**src/rtl/stopwatch_btn_ctrl.sv**
```systemverilog
// -----------------------------------------------------------------------------
// stopwatch_btn_ctrl
//
// Button-conditioning front end for the stopwatch. Two raw push-buttons
// (start/stop and clear) are synchronised, debounced and turned into the run
// level (go) and clear request (clr) consumed by the stopwatch counter.
//
// Parameters:
//   DB_COUNT  consecutive stable clk cycles needed to accept a new button
//             level (must be >= 2).
//   CW        debounce counter width, derived from DB_COUNT.
//
// Ports:
//   clk      in   system clock, the only clock
//   reset    in   synchronous, active-low reset
//   btn_go   in   raw start/stop button (async, active-high, bouncy)
//   btn_clr  in   raw clear button (async, active-high, bouncy)
//   go       out  run level, 1 = counting; toggled by each accepted go press
//   clr      out  clear request; one-cycle pulse per accepted clear press
//   db_go    out  debounced btn_go level
//   db_clr   out  debounced btn_clr level
//
// Build option:
//   CLR_LEVEL_EN  when defined, clr follows db_clr (delayed one cycle) as a
//                 level, and go is held at 0 while db_clr is high.
// -----------------------------------------------------------------------------
module stopwatch_btn_ctrl #(
    parameter int unsigned  DB_COUNT = 2000000,
    localparam int unsigned CW       = $clog2(DB_COUNT + 1)
) (
    input  logic clk,
    input  logic reset,
    input  logic btn_go,
    input  logic btn_clr,
    output logic go,
    output logic clr,
    output logic db_go,
    output logic db_clr
);

    // Button index: 0 = go, 1 = clr.
    localparam int unsigned NumBtn = 2;
    localparam int unsigned IdxGo  = 0;
    localparam int unsigned IdxClr = 1;

    // Counter value at which the last qualifying sample is taken, and the
    // saturation ceiling.
    localparam logic [CW-1:0] CntLast = CW'(DB_COUNT - 2);
    localparam logic [CW-1:0] CntMax  = CW'(DB_COUNT - 1);

    typedef enum logic [1:0] {
        StZero,
        StWait1,
        StOne,
        StWait0
    } db_state_e;

    logic [NumBtn-1:0] btn_raw;
    logic [NumBtn-1:0] sync1_q;
    logic [NumBtn-1:0] sync2_q;

    db_state_e         state_q [NumBtn];
    logic [CW-1:0]     cnt_q   [NumBtn];
    logic [NumBtn-1:0] db_q;
    logic [NumBtn-1:0] tick_q;

    logic go_q;
    logic clr_q;

    assign btn_raw = {btn_clr, btn_go};

    // -------------------------------------------------------------------------
    // Two-flop synchronisers; only the second stage is used downstream.
    // -------------------------------------------------------------------------
    always_ff @(posedge clk) begin
        if (!reset) begin
            sync1_q <= '0;
            sync2_q <= '0;
        end else begin
            sync1_q <= btn_raw;
            sync2_q <= sync1_q;
        end
    end

    // -------------------------------------------------------------------------
    // Per-button debounce FSM. db and the rise tick are registered alongside
    // the state. Entering a WAIT state counts as the first stable sample, so
    // a level is accepted after DB_COUNT consecutive samples of the new value.
    // -------------------------------------------------------------------------
    always_ff @(posedge clk) begin
        if (!reset) begin
            for (int i = 0; i < NumBtn; i++) begin
                state_q[i] <= StZero;
                cnt_q[i]   <= '0;
            end
            db_q   <= '0;
            tick_q <= '0;
        end else begin
            for (int i = 0; i < NumBtn; i++) begin
                tick_q[i] <= 1'b0;
                unique case (state_q[i])
                    StZero: begin
                        db_q[i] <= 1'b0;
                        if (sync2_q[i]) begin
                            cnt_q[i]   <= '0;
                            state_q[i] <= StWait1;
                        end
                    end
                    StWait1: begin
                        if (!sync2_q[i]) begin
                            state_q[i] <= StZero;
                        end else begin
                            if (cnt_q[i] != CntMax) begin
                                cnt_q[i] <= cnt_q[i] + 1'b1;
                            end
                            if (cnt_q[i] >= CntLast) begin
                                state_q[i] <= StOne;
                                db_q[i]    <= 1'b1;
                                tick_q[i]  <= 1'b1;
                            end
                        end
                    end
                    StOne: begin
                        db_q[i] <= 1'b1;
                        if (!sync2_q[i]) begin
                            cnt_q[i]   <= '0;
                            state_q[i] <= StWait0;
                        end
                    end
                    StWait0: begin
                        if (sync2_q[i]) begin
                            state_q[i] <= StOne;
                        end else begin
                            if (cnt_q[i] != CntMax) begin
                                cnt_q[i] <= cnt_q[i] + 1'b1;
                            end
                            // Release is accepted silently: no tick.
                            if (cnt_q[i] >= CntLast) begin
                                state_q[i] <= StZero;
                                db_q[i]    <= 1'b0;
                            end
                        end
                    end
                    default: begin
                        state_q[i] <= StZero;
                        db_q[i]    <= 1'b0;
                    end
                endcase
            end
        end
    end

    // -------------------------------------------------------------------------
    // go / clr generation, registered off the debounce ticks. A clear press
    // always wins over a simultaneous go press.
    // -------------------------------------------------------------------------
    always_ff @(posedge clk) begin
        if (!reset) begin
            go_q  <= 1'b0;
            clr_q <= 1'b0;
        end else begin
`ifdef CLR_LEVEL_EN
            clr_q <= db_q[IdxClr];
            if (tick_q[IdxClr] || db_q[IdxClr]) begin
                go_q <= 1'b0;
            end else if (tick_q[IdxGo]) begin
                go_q <= ~go_q;
            end
`else
            clr_q <= tick_q[IdxClr];
            if (tick_q[IdxClr]) begin
                go_q <= 1'b0;
            end else if (tick_q[IdxGo]) begin
                go_q <= ~go_q;
            end
`endif
        end
    end

    assign go     = go_q;
    assign clr    = clr_q;
    assign db_go  = db_q[IdxGo];
    assign db_clr = db_q[IdxClr];

endmodule

```
**config.mk**
```make
export PLATFORM = sky130hd
export DESIGN_NAME = stopwatch_btn_ctrl
export DESIGN_NICKNAME = d
export VERILOG_FILES = /design/src/rtl/stopwatch_btn_ctrl.sv
export SDC_FILE = /design/constraint.sdc
export NUM_CORES = 1
export LEC_CHECK = 0
export BUFFER_PORTS_ARGS = -buffer_cell sky130_fd_sc_hd__buf_2
export CAP_MARGIN = 25
export CORE_UTILIZATION = 50
export DETAILED_ROUTE_END_ITERATION = 6
export GPL_TIMING_DRIVEN = 0
export PLACE_DENSITY = 0.75
export SLEW_MARGIN = 15
export SYNTH_ARGS = -nofsm -noshare
export SYNTH_HDL_FRONTEND = slang
export SYNTH_SLANG_ARGS = --single-unit
```
**constraint.sdc**
```tcl
create_clock -name clk -period 3.2 [get_ports clk]
set_input_delay 0.16 -clock clk [delete_from_list [all_inputs] [get_ports clk]]
set_output_delay 0.16 -clock clk [all_outputs]
set_load 0.1 [all_outputs]
```
==> results of run 1 <==
==> sequential cells by signal, indices dropped and copies added, names as in the netlist <==
signal,cells
clr,1
cnt_q,42
db_q,2
go,1
state_q,4
sync1_q,2
sync2_q,2
tick_q,2
==> final cells by class <==
class                   instances  share of cell area [%]
clock buffers                   5                    1.99
repair buffers                  9                    1.88
well taps                      75                    2.72
inverters                      14                    1.52
multi-input cells             230                    43.3
plain buffers                   9                    1.56
clock inverters                 3                    1.23
flip-flops and latches         56                    45.8
==> how the worst max path moves through the flow <==
stage | startpoint | to | cells past startpoint
2_1_floorplan | state_q[1][0] | cnt_q[1][0] | 6
3_3_place_gp | cnt_q[1][14] | cnt_q[1][12] | 5
3_5_place_dp | cnt_q[0][13] | cnt_q[0][0] | 6
4_1_cts | cnt_q[0][13] | cnt_q[0][4] | 6
5_1_grt | cnt_q[1][14] | cnt_q[1][12] | 6
6_report | cnt_q[1][14] | cnt_q[1][12] | 6
==> logic make-up (layout without fill, tap and decap cells) <==
kind of cell	after synthesis	in the layout	synth area share (%)
XOR/XNOR	36	36	9.91
AO/OA/AOI/OAI	28	28	5.74
flip-flops	56	56	49.7
adder cells (fa/ha/maj)	12	12	4.72
buffers and inverters	23	40	3.34
AND/OR/NAND/NOR	151	151	25.7
multiplexers	3	3	0.943
==> synthesized netlist by cell type (2+ instances only) <==
library cell  instances
a21oi_1               7
a31oi_1               2
and2_1               10
and2b_2               2
and3_1                8
and4_1                6
buf_2                 4
buf_4                 4
dfxtp_1              10
edfxtp_1             46
ha_1                 12
inv_1                14
mux2i_1               3
nand2_1              20
nand2b_1              3
nand3_1              18
nand4_1              15
nand4b_1              2
nor2_1               49
nor2b_1               3
nor3_1                2
nor3b_1               2
o21ai_0               7
or3_1                 3
xnor2_1              17
xor2_1               19
==> per-layer routing <==
metal | up-vias | global-route usage (%) | part of all wire [%]
met3 | 10 | 4.78 | 2.8
met5 | - | 0 | 0
met4 | 0 | 5.79 | 1.5
li1 | 1132 | - | -
met2 | 36 | 31.3 | 47
met1 | 1061 | 24.9 | 49
==> per-stage QoR <==
| step | power (W) | cells |
|---|---|---|
| after floorplan | 0.00158 | 309 |
| after global routing | 0.00233 | 401 |
| final | 0.00221 | 401 |
| after detailed placement | 0.00174 | 392 |
| after global placement | 0.00171 | 391 |
| after CTS | 0.00221 | 400 |
==> power by group through the flow <==
stage          Sequential (W)  Clock (W)  Combinational, W
3_3_place_gp          0.00116          0          0.000548
6_report              0.00115   0.000474          0.000585
5_1_grt               0.00118   0.000507          0.000646
4_1_cts               0.00115   0.000482          0.000577
2_1_floorplan         0.00121          0          0.000372
3_5_place_dp          0.00117          0          0.000573
==> impl_results.md, run 1 <==
- Setup slack after layout: 0.777 ns
- Antenna Cells: 0
- Endpoint of the worst-slack reg-to-reg timing path: cnt_q[1][12]
- H-Tree Level Count: 2
- Final wirelength: 5900 um
- Average routed wire per standard cell: 14.7 um
- Flop-to-flop setup slack: 0.78 ns
- Min-Delay Path Depth: 2
- Setup CP Type: reg2reg
- Share of the yosys chip area belonging to registers: 49.7%
- Via count of the first global-routing pass: 2146
- Worst slack at placement: 0.348 ns
- Violation count after the first detailed-route iteration: 131
- Fraction of registers with async set or reset after synthesis: 0%
- Required time worst endpoint: 3.28 ns
- Cell at the root of the clock tree: clkbuf_8
- Remaining DRCs: 0
- Number of antenna violations at the first check in global routing: 0
- Global-route wire length before repair: 9710 um
- Pins Over Slew Limit: 0
- Fraction of final layout cells sized beyond drive strength 1: 10.4%
- Number of nets in the layout: 341
- Signed area change from the synthesized netlist to the final layout: 8.49%
- Max Cap Violations: 0
- P per Cell Area: 640 mW/mm^2
- Cell family contributing the most delay on the critical path: simple AND/OR/NAND/NOR gates
- Unrepaired setup endpoints after global routing: false
- Maximum VDD drop: 0.000443 V
- Post-DP HPWL: 4170 um
- Detailed-router iteration count before antenna repair: 4
- Average footprint of a synthesized cell: 10.3 sq um
- Result of the run: finished, final reports clean
- Number of antenna-violating nets in the routed design: 0
- Final setup violation count: 0
- Commonest non-fill, non-tap cells in the layout: 49 x nor2_1, 46 x edfxtp_1, 20 x nand2_1
- End of the worst hold path: sync1_q[1]
- Synth Flop Type: edfxtp_1
- Switching part of the total power: 35.0%
- Worst setup skew after layout: 0.0127 ns
- Area of the multi-input gates: 0.00150 sq mm
- Synth top area share: 43.4%
- Largest net degree at the start of global routing: 22
- Proportion of power drawn by combinational gates: 26.5%
- Period Utilization, post-route: 75.7%
- Internal power: 0.00144 W
- YS warnings: 0
- Category of the worst setup path launch point: register
- Worst Max-Slew Pin Slew: 0.520 ns
- Design area: 0.00345 sq mm
- Most common library cell in the layout ignoring fill and taps: nor2_1
- I/O Buffers: 7
- Die outline width: 81.8 um
- Peak fanout along the critical path: 13
- Library cell occupying the most area in the post-synthesis netlist: edfxtp_1
- Cells along the critical path: nor4_2 > nand4_1 > nand2b_1 > o21ai_1 > nand4b_1 > buf_8
- Setup TNS Final: 0 ns
- Startpoint of the worst register-to-register path: cnt_q[1][14]
- Critical-path cell with the highest stage delay: edfxtp_1
- Achievable Freq: 413 MHz
- Start point of the worst min-delay path: btn_clr
- Buffering stage count on the worst path with inverters included: 1
- Area enclosed by the die boundary: 0.00669 sq mm
- TritonCTS clock tree: done
- Via count: 2239
- Height of the chip: 81.8 um
- Mean number of vias per cell: 5.58
- Crit-path max cell delay: 0.50 ns
- Kind of capture point of the worst setup path: register
- Number of distinct library cell variants in the gate-level netlist after synthesis: 47
- Cell area after placement: 0.00333 sq mm
- Latest clock arrival within the worst-skew pair: 0.32 ns
- CTS Hold Buffers Added: 0
- PostCTS Resize Cnt: 0
- Net count after synthesis: 325
- Mapped Cells: 309
- Overflow left after global routing: 0
- Worst min path class: in2reg
- Buffer depth of the longest clock path: 2
- Gp weighted congestion: 0.770
- Initial cell density of the core: 52.8%
- Cts bufs inserted: 5
- Number of clock sinks: 56
- Row cnt: 28
- Tightest slew margin relative to the limit: 65.1%
- Switching power total: 0.000774 W
- Count of flip-flops with a built-in enable after synthesis: 46
- Number of buffers inserted to repair setup after CTS: 0
- Overall Global Routing Usage: 19.2%
- P_leak: 1.23 nW
- Post-Route Hold Slack: 0.0420 ns
- Worst r2r path cells: 6
- Signal arrival time at the worst endpoint: 2.50 ns
- Clock transition at the registers of the reported paths: 0.11 ns
- Clock group share of total power: 21.4%
- Layout filler cell count: 520
- End-of-flow core utilization: 57.3%
- Final hold violation count: 0
- Netlist area before placement: 0.00318 sq mm
- Total area of sequential cells: 0.00158 sq mm
- Post-synthesis sequential element count: 56
- Final critical delay including setup and external delays: 2.42 ns
- Most area-consuming cells after synthesis: edfxtp_1 43%, dfxtp_1 6.3%, nor2_1 5.8%
- Placeable Area: 0.00603 sq mm
- I/O pin cnt: 8
- Seq pwr share: 52.1%
Power figures use the tool's default switching activity.
==> inputs of run 2 (changes only) <==
==> constraint.sdc (replaced) <==
create_clock -name clk -period 2.4 [get_ports clk]
set_input_delay 0.12 -clock clk [delete_from_list [all_inputs] [get_ports clk]]
set_output_delay 0.12 -clock clk [all_outputs]
set_load 0.1 [all_outputs]
==> impl_results.md, run 2 (synthesized netlist as in run 1, its figures left out) <==
- Required time worst endpoint: 2.37 ns
- Via count of the first global-routing pass: 2152
- H-Tree Level Count: 2
- Register name with the most flops: cnt_q
- Detailed-router iteration count before antenna repair: 4
- Clock transition at the registers of the reported paths: 0.11 ns
- Worst r2r path cells: 6
- Achievable Freq: 465 MHz
- Post-DP HPWL: 4170 um
- Layout filler cell count: 522
- Final hold violation count: 0
- Via count: 2229
- Area enclosed by the die boundary: 0.00669 sq mm
- Die outline width: 81.8 um
- Final critical delay including setup and external delays: 2.15 ns
- Unrepaired setup endpoints after global routing: false
- Commonest non-fill, non-tap cells in the layout: 49 x nor2_1, 46 x edfxtp_1, 20 x nand2_1
- Cell at the root of the clock tree: clkbuf_8
- Antenna Cells: 0
- Top flop regs: cnt_q (42), state_q (4)
- Category of the worst setup path launch point: register
- Period Utilization, post-route: 89.6%
- Tightest slew margin relative to the limit: 67.7%
- Setup CP Type: reg2reg
- Worst Max-Slew Pin Slew: 0.489 ns
- End of the worst hold path: sync1_q[0]
- Violation count after the first detailed-route iteration: 114
- Critical-path cell with the highest stage delay: edfxtp_1
- Flop-to-flop setup slack: 0.25 ns
- Overall Global Routing Usage: 19.4%
- Buffer depth of the longest clock path: 2
- P_leak: 1.23 nW
- Detailed-routed wire length on met2: 2790 um
- Cts bufs inserted: 5
- Result of the run: finished, final reports clean
- Gp weighted congestion: 0.770
- Post-Route Hold Slack: 0.00226 ns
- End-of-flow core utilization: 57.6%
- Largest net degree at the start of global routing: 22
- Number of antenna-violating nets in the routed design: 0
- Row cnt: 28
- Crit-path max cell delay: 0.52 ns
- Fraction of final layout cells sized beyond drive strength 1: 10.7%
- Cell family contributing the most delay on the critical path: simple AND/OR/NAND/NOR gates
- Number of clock sinks: 56
- Signed area change from the synthesized netlist to the final layout: 8.96%
- Overflow left after global routing: 0
- Wire length on met1: 2900 um
- Worst min path class: in2reg
- Initial cell density of the core: 52.8%
- Number of antenna violations at the first check in global routing: 0
- Endpoint of the worst-slack reg-to-reg timing path: cnt_q[0][5]
- Cells along the critical path: nor4_4 > nand2_1 > nand4b_1 > nand3_1 > buf_2 > nand3_4
- P per Cell Area: 850 mW/mm^2
- Global-route wire length before repair: 9770 um
- Latest clock arrival within the worst-skew pair: 0.32 ns
- I/O Buffers: 7
- Max reg flops: 42
- Buffering stage count on the worst path with inverters included: 1
- Placeable Area: 0.00603 sq mm
- Pins Over Slew Limit: 0
- Mean number of vias per cell: 5.54
- Max layer used: met4
- Worst slack at placement: -0.452 ns
- Maximum VDD drop: 0.000582 V
- Min-Delay Path Depth: 2
- Start point of the worst min-delay path: btn_go
- Worst path depth: 6
- Kind of capture point of the worst setup path: register
- Remaining DRCs: 0
- Average routed wire per standard cell: 14.8 um
- Worst setup skew after layout: 0.0122 ns
- Height of the chip: 81.8 um
- I/O pin cnt: 8
- Max Cap Violations: 0
- Peak fanout along the critical path: 21
- Signal arrival time at the worst endpoint: 2.12 ns
- Final wirelength: 5950 um
- TritonCTS clock tree: done
- Most common library cell in the layout ignoring fill and taps: nor2_1
- Final setup violation count: 0
- Startpoint of the worst register-to-register path: cnt_q[0][13]
- Setup slack after layout: 0.250 ns
- Met3 WL: 170 um
- Number of nets in the layout: 342
## run 2: per-stage QoR
step / setup TNS, ns / cell area, sq um / instances / power (W)
2_1_floorplan: 0 / 3180 / 309 / 0.00211
3_3_place_gp: -15.86 / 3310 / 391 / 0.00227
3_5_place_dp: -9.58 / 3330 / 392 / 0.00232
4_1_cts: 0 / 3470 / 402 / 0.00296
5_1_grt: 0 / 3470 / 402 / 0.00311
6_report: 0 / 3470 / 402 / 0.00295
## run 2: worst max-delay path by stage
stage	startpoint	end	slack, ns
4_1_cts	cnt_q[0][13]	cnt_q[0][4]	0.23
6_report	cnt_q[0][13]	cnt_q[0][5]	0.25
5_1_grt	cnt_q[0][13]	cnt_q[0][3]	0.09
3_5_place_dp	cnt_q[0][13]	cnt_q[0][0]	-0.45
3_3_place_gp	cnt_q[1][14]	cnt_q[1][12]	-0.41
2_1_floorplan	state_q[1][0]	cnt_q[1][0]	0.04
## run 2: what timing repair did
action	in CTS	in global routing
hold endpoints to repair	1	0
setup endpoints to repair	34	0
setup buffers	1	0
hold buffers	1	0
resized for setup	2	0
## run 2: power by group
group          internal, W  leakage [nW]  switching, W
Clock             0.000310        0.0541      0.000324
Sequential         0.00131         0.575      0.000224
Combinational     0.000290         0.604      0.000489
Total              0.00191          1.23       0.00104
## run 2: worst reg2reg max path, delay by kind of cell, from the launching register on
kind / cells / cell delay, ns
and+or+nand+nor: 5 / 1.01
DFF: 1 / 0.52
buffers and inverters: 1 / 0.26
## run 2: metal layers
metal | vias up | GRT usage (%)
met1 | 1043 | 25.2
li1 | 1131 | -
met5 | - | 0
met4 | 0 | 5.79
met3 | 11 | 4.78
met2 | 44 | 31.7
## run 2: final cells by class
cell class | instances | area (sq um) | area share, %
multi-input combinational | 230 | 1510 | 43.5
clock inverter | 3 | 42.5 | 1.23
sequential | 56 | 1580 | 45.6
timing repair buffer | 10 | 67.6 | 1.95
clock buffer | 5 | 68.8 | 1.98
inverter | 14 | 52.6 | 1.52
tap | 75 | 93.8 | 2.71
buffer | 9 | 53.8 | 1.55
==> inputs of run 3 (changes only) <==
==> constraint.sdc (replaced) <==
create_clock -name clk -period 2.1 [get_ports clk]
set_input_delay 0.105 -clock clk [delete_from_list [all_inputs] [get_ports clk]]
set_output_delay 0.105 -clock clk [all_outputs]
set_load 0.1 [all_outputs]
==> impl_results.md, run 3 (synthesized netlist as in run 1, its figures left out) <==
- Latest clock arrival within the worst-skew pair: 0.32 ns
- Worst Max-Slew Pin Slew: 0.594 ns
- Fraction of final layout cells sized beyond drive strength 1: 15.4%
- Final critical delay including setup and external delays: 1.98 ns
- Area enclosed by the die boundary: 0.00669 sq mm
- Placeable Area: 0.00603 sq mm
- Final wirelength: 6140 um
- Final setup violation count: 0
- Largest net degree at the start of global routing: 19
- Mean number of vias per cell: 5.65
- Row cnt: 28
- Number of clock sinks: 56
- Top flop regs: cnt_q (42), state_q (4)
- Via count: 2328
- Post-DP HPWL: 4180 um
- Max reg flops: 42
- Register name with the most flops: cnt_q
- Area of the multi-input gates: 0.00158 sq mm
- I/O Buffers: 7
- Max Cap Violations: 0
- Layout filler cell count: 508
- Most common library cell in the layout ignoring fill and taps: nor2_1
- Die outline width: 81.8 um
- Initial cell density of the core: 52.8%
- Height of the chip: 81.8 um
- Result of the run: finished, final reports clean
- Number of antenna-violating nets in the routed design: 0
- Required time worst endpoint: 2.14 ns
- Worst min path class: in2reg
- Violation count after the first detailed-route iteration: 155
- Number of nets in the layout: 352
- Antenna Cells: 0
- Overall Global Routing Usage: 19.3%
- H-Tree Level Count: 2
- Commonest non-fill, non-tap cells in the layout: 49 x nor2_1, 46 x edfxtp_1, 20 x nand2_1
- Peak fanout along the critical path: 4
- Average routed wire per standard cell: 14.9 um
- Global-route wire length before repair: 9970 um
- Total area of sequential cells: 0.00158 sq mm
- Signal arrival time at the worst endpoint: 2.02 ns
- Maximum VDD drop: 0.000752 V
- Pins Over Slew Limit: 0
- Period Utilization, post-route: 94.5%
- TritonCTS clock tree: done
- Setup CP Type: reg2reg
- Post-Route Hold Slack: 0.192 ns
- Critical-path cell with the highest stage delay: edfxtp_1
- Signed area change from the synthesized netlist to the final layout: 13.2%
- Cell area after placement: 0.00335 sq mm
- Number of antenna violations at the first check in global routing: 0
- Crit-path max cell delay: 0.50 ns
- Kind of capture point of the worst setup path: register
- Category of the worst setup path launch point: register
- Setup slack after layout: 0.115 ns
- Worst setup skew after layout: 0.0206 ns
- Overflow left after global routing: 0
- Buffer depth of the longest clock path: 2
- I/O pin cnt: 8
- Detailed-router iteration count before antenna repair: 4
- Cts bufs inserted: 5
- Cell at the root of the clock tree: clkbuf_8
- Tightest slew margin relative to the limit: 60.4%
- Clock transition at the registers of the reported paths: 0.11 ns
- Cells along the critical path: nor4_4 > nor4b_4 > a31oi_2 > or2_1 > nand4_1
- Setup TNS Final: 0 ns
- P_leak: 1.30 nW
- Remaining DRCs: 0
- Gp weighted congestion: 0.812
- Achievable Freq: 504 MHz
- Design area: 0.00360 sq mm
- P per Cell Area: 938 mW/mm^2
- Worst slack at placement: -0.293 ns
- Final hold violation count: 0
- Via count of the first global-routing pass: 2261
run 3: where the power goes:
group | internal [W] | switching, W | total, W
Clock | 0.000240 | 0.000382 | 0.000623
Combinational | 0.000401 | 0.000601 | 0.00100
Sequential | 0.00150 | 0.000258 | 0.00176
Total | 0.00214 | 0.00124 | 0.00338
run 3: what timing repair did:
item,4_1_cts,5_1_grt
hold buffers,2,0
cloned,1,0
resized for setup,2,10
setup endpoints to repair,42,65
pin swaps,1,3
endpoints found under the hold margin,2,0
setup buffers,1,8
run 3: layer usage:
layer | global-route usage [%] | vias to the layer above | part of all wire [%]
li1 | - | 1160 | -
met2 | 33.0 | 33 | 51
met5 | 0 | - | 0
met1 | 23.7 | 1123 | 45
met4 | 7.89 | 0 | 1.7
met3 | 3.67 | 12 | 2.8
run 3: per-stage QoR:
stage	util, %	total power (W)	instances
CTS	58.0	0.00330	404
finish	59.8	0.00338	412
global route	59.8	0.00357	412
floorplan	-	0.00242	309
global placement	55.4	0.00260	391
detailed placement	55.6	0.00265	392
run 3: cell type report:
type / instances / area share (%)
Buffer: 9 / 1.67
Multi-Input combinational cell: 231 / 43.9
Sequential cell: 56 / 43.9
Tap cell: 75 / 2.60
Inverter: 14 / 1.46
Clock inverter: 3 / 0.625
Clock buffer: 5 / 1.91
Timing Repair Buffer: 19 / 3.92
run 3: worst max-delay path, delay by kind of cell, from the launching register on:
family,cells,cell delay [ns]
flip-flops,1,0.50
AO/OA/AOI/OAI,1,0.18
AND/OR/NAND/NOR,4,1.03
run 3: final timing paths:
check                                   from       endpoint  slack [ns]  depth (start not counted)
worst max-delay path            cnt_q[0][16]  state_q[0][0]        0.12                          5
worst min-delay path                   reset    cnt_q[0][6]        0.19                          3
worst max register to register  cnt_q[0][16]  state_q[0][0]        0.12                          5
worst min register to register     tick_q[1]             go        0.43                          1
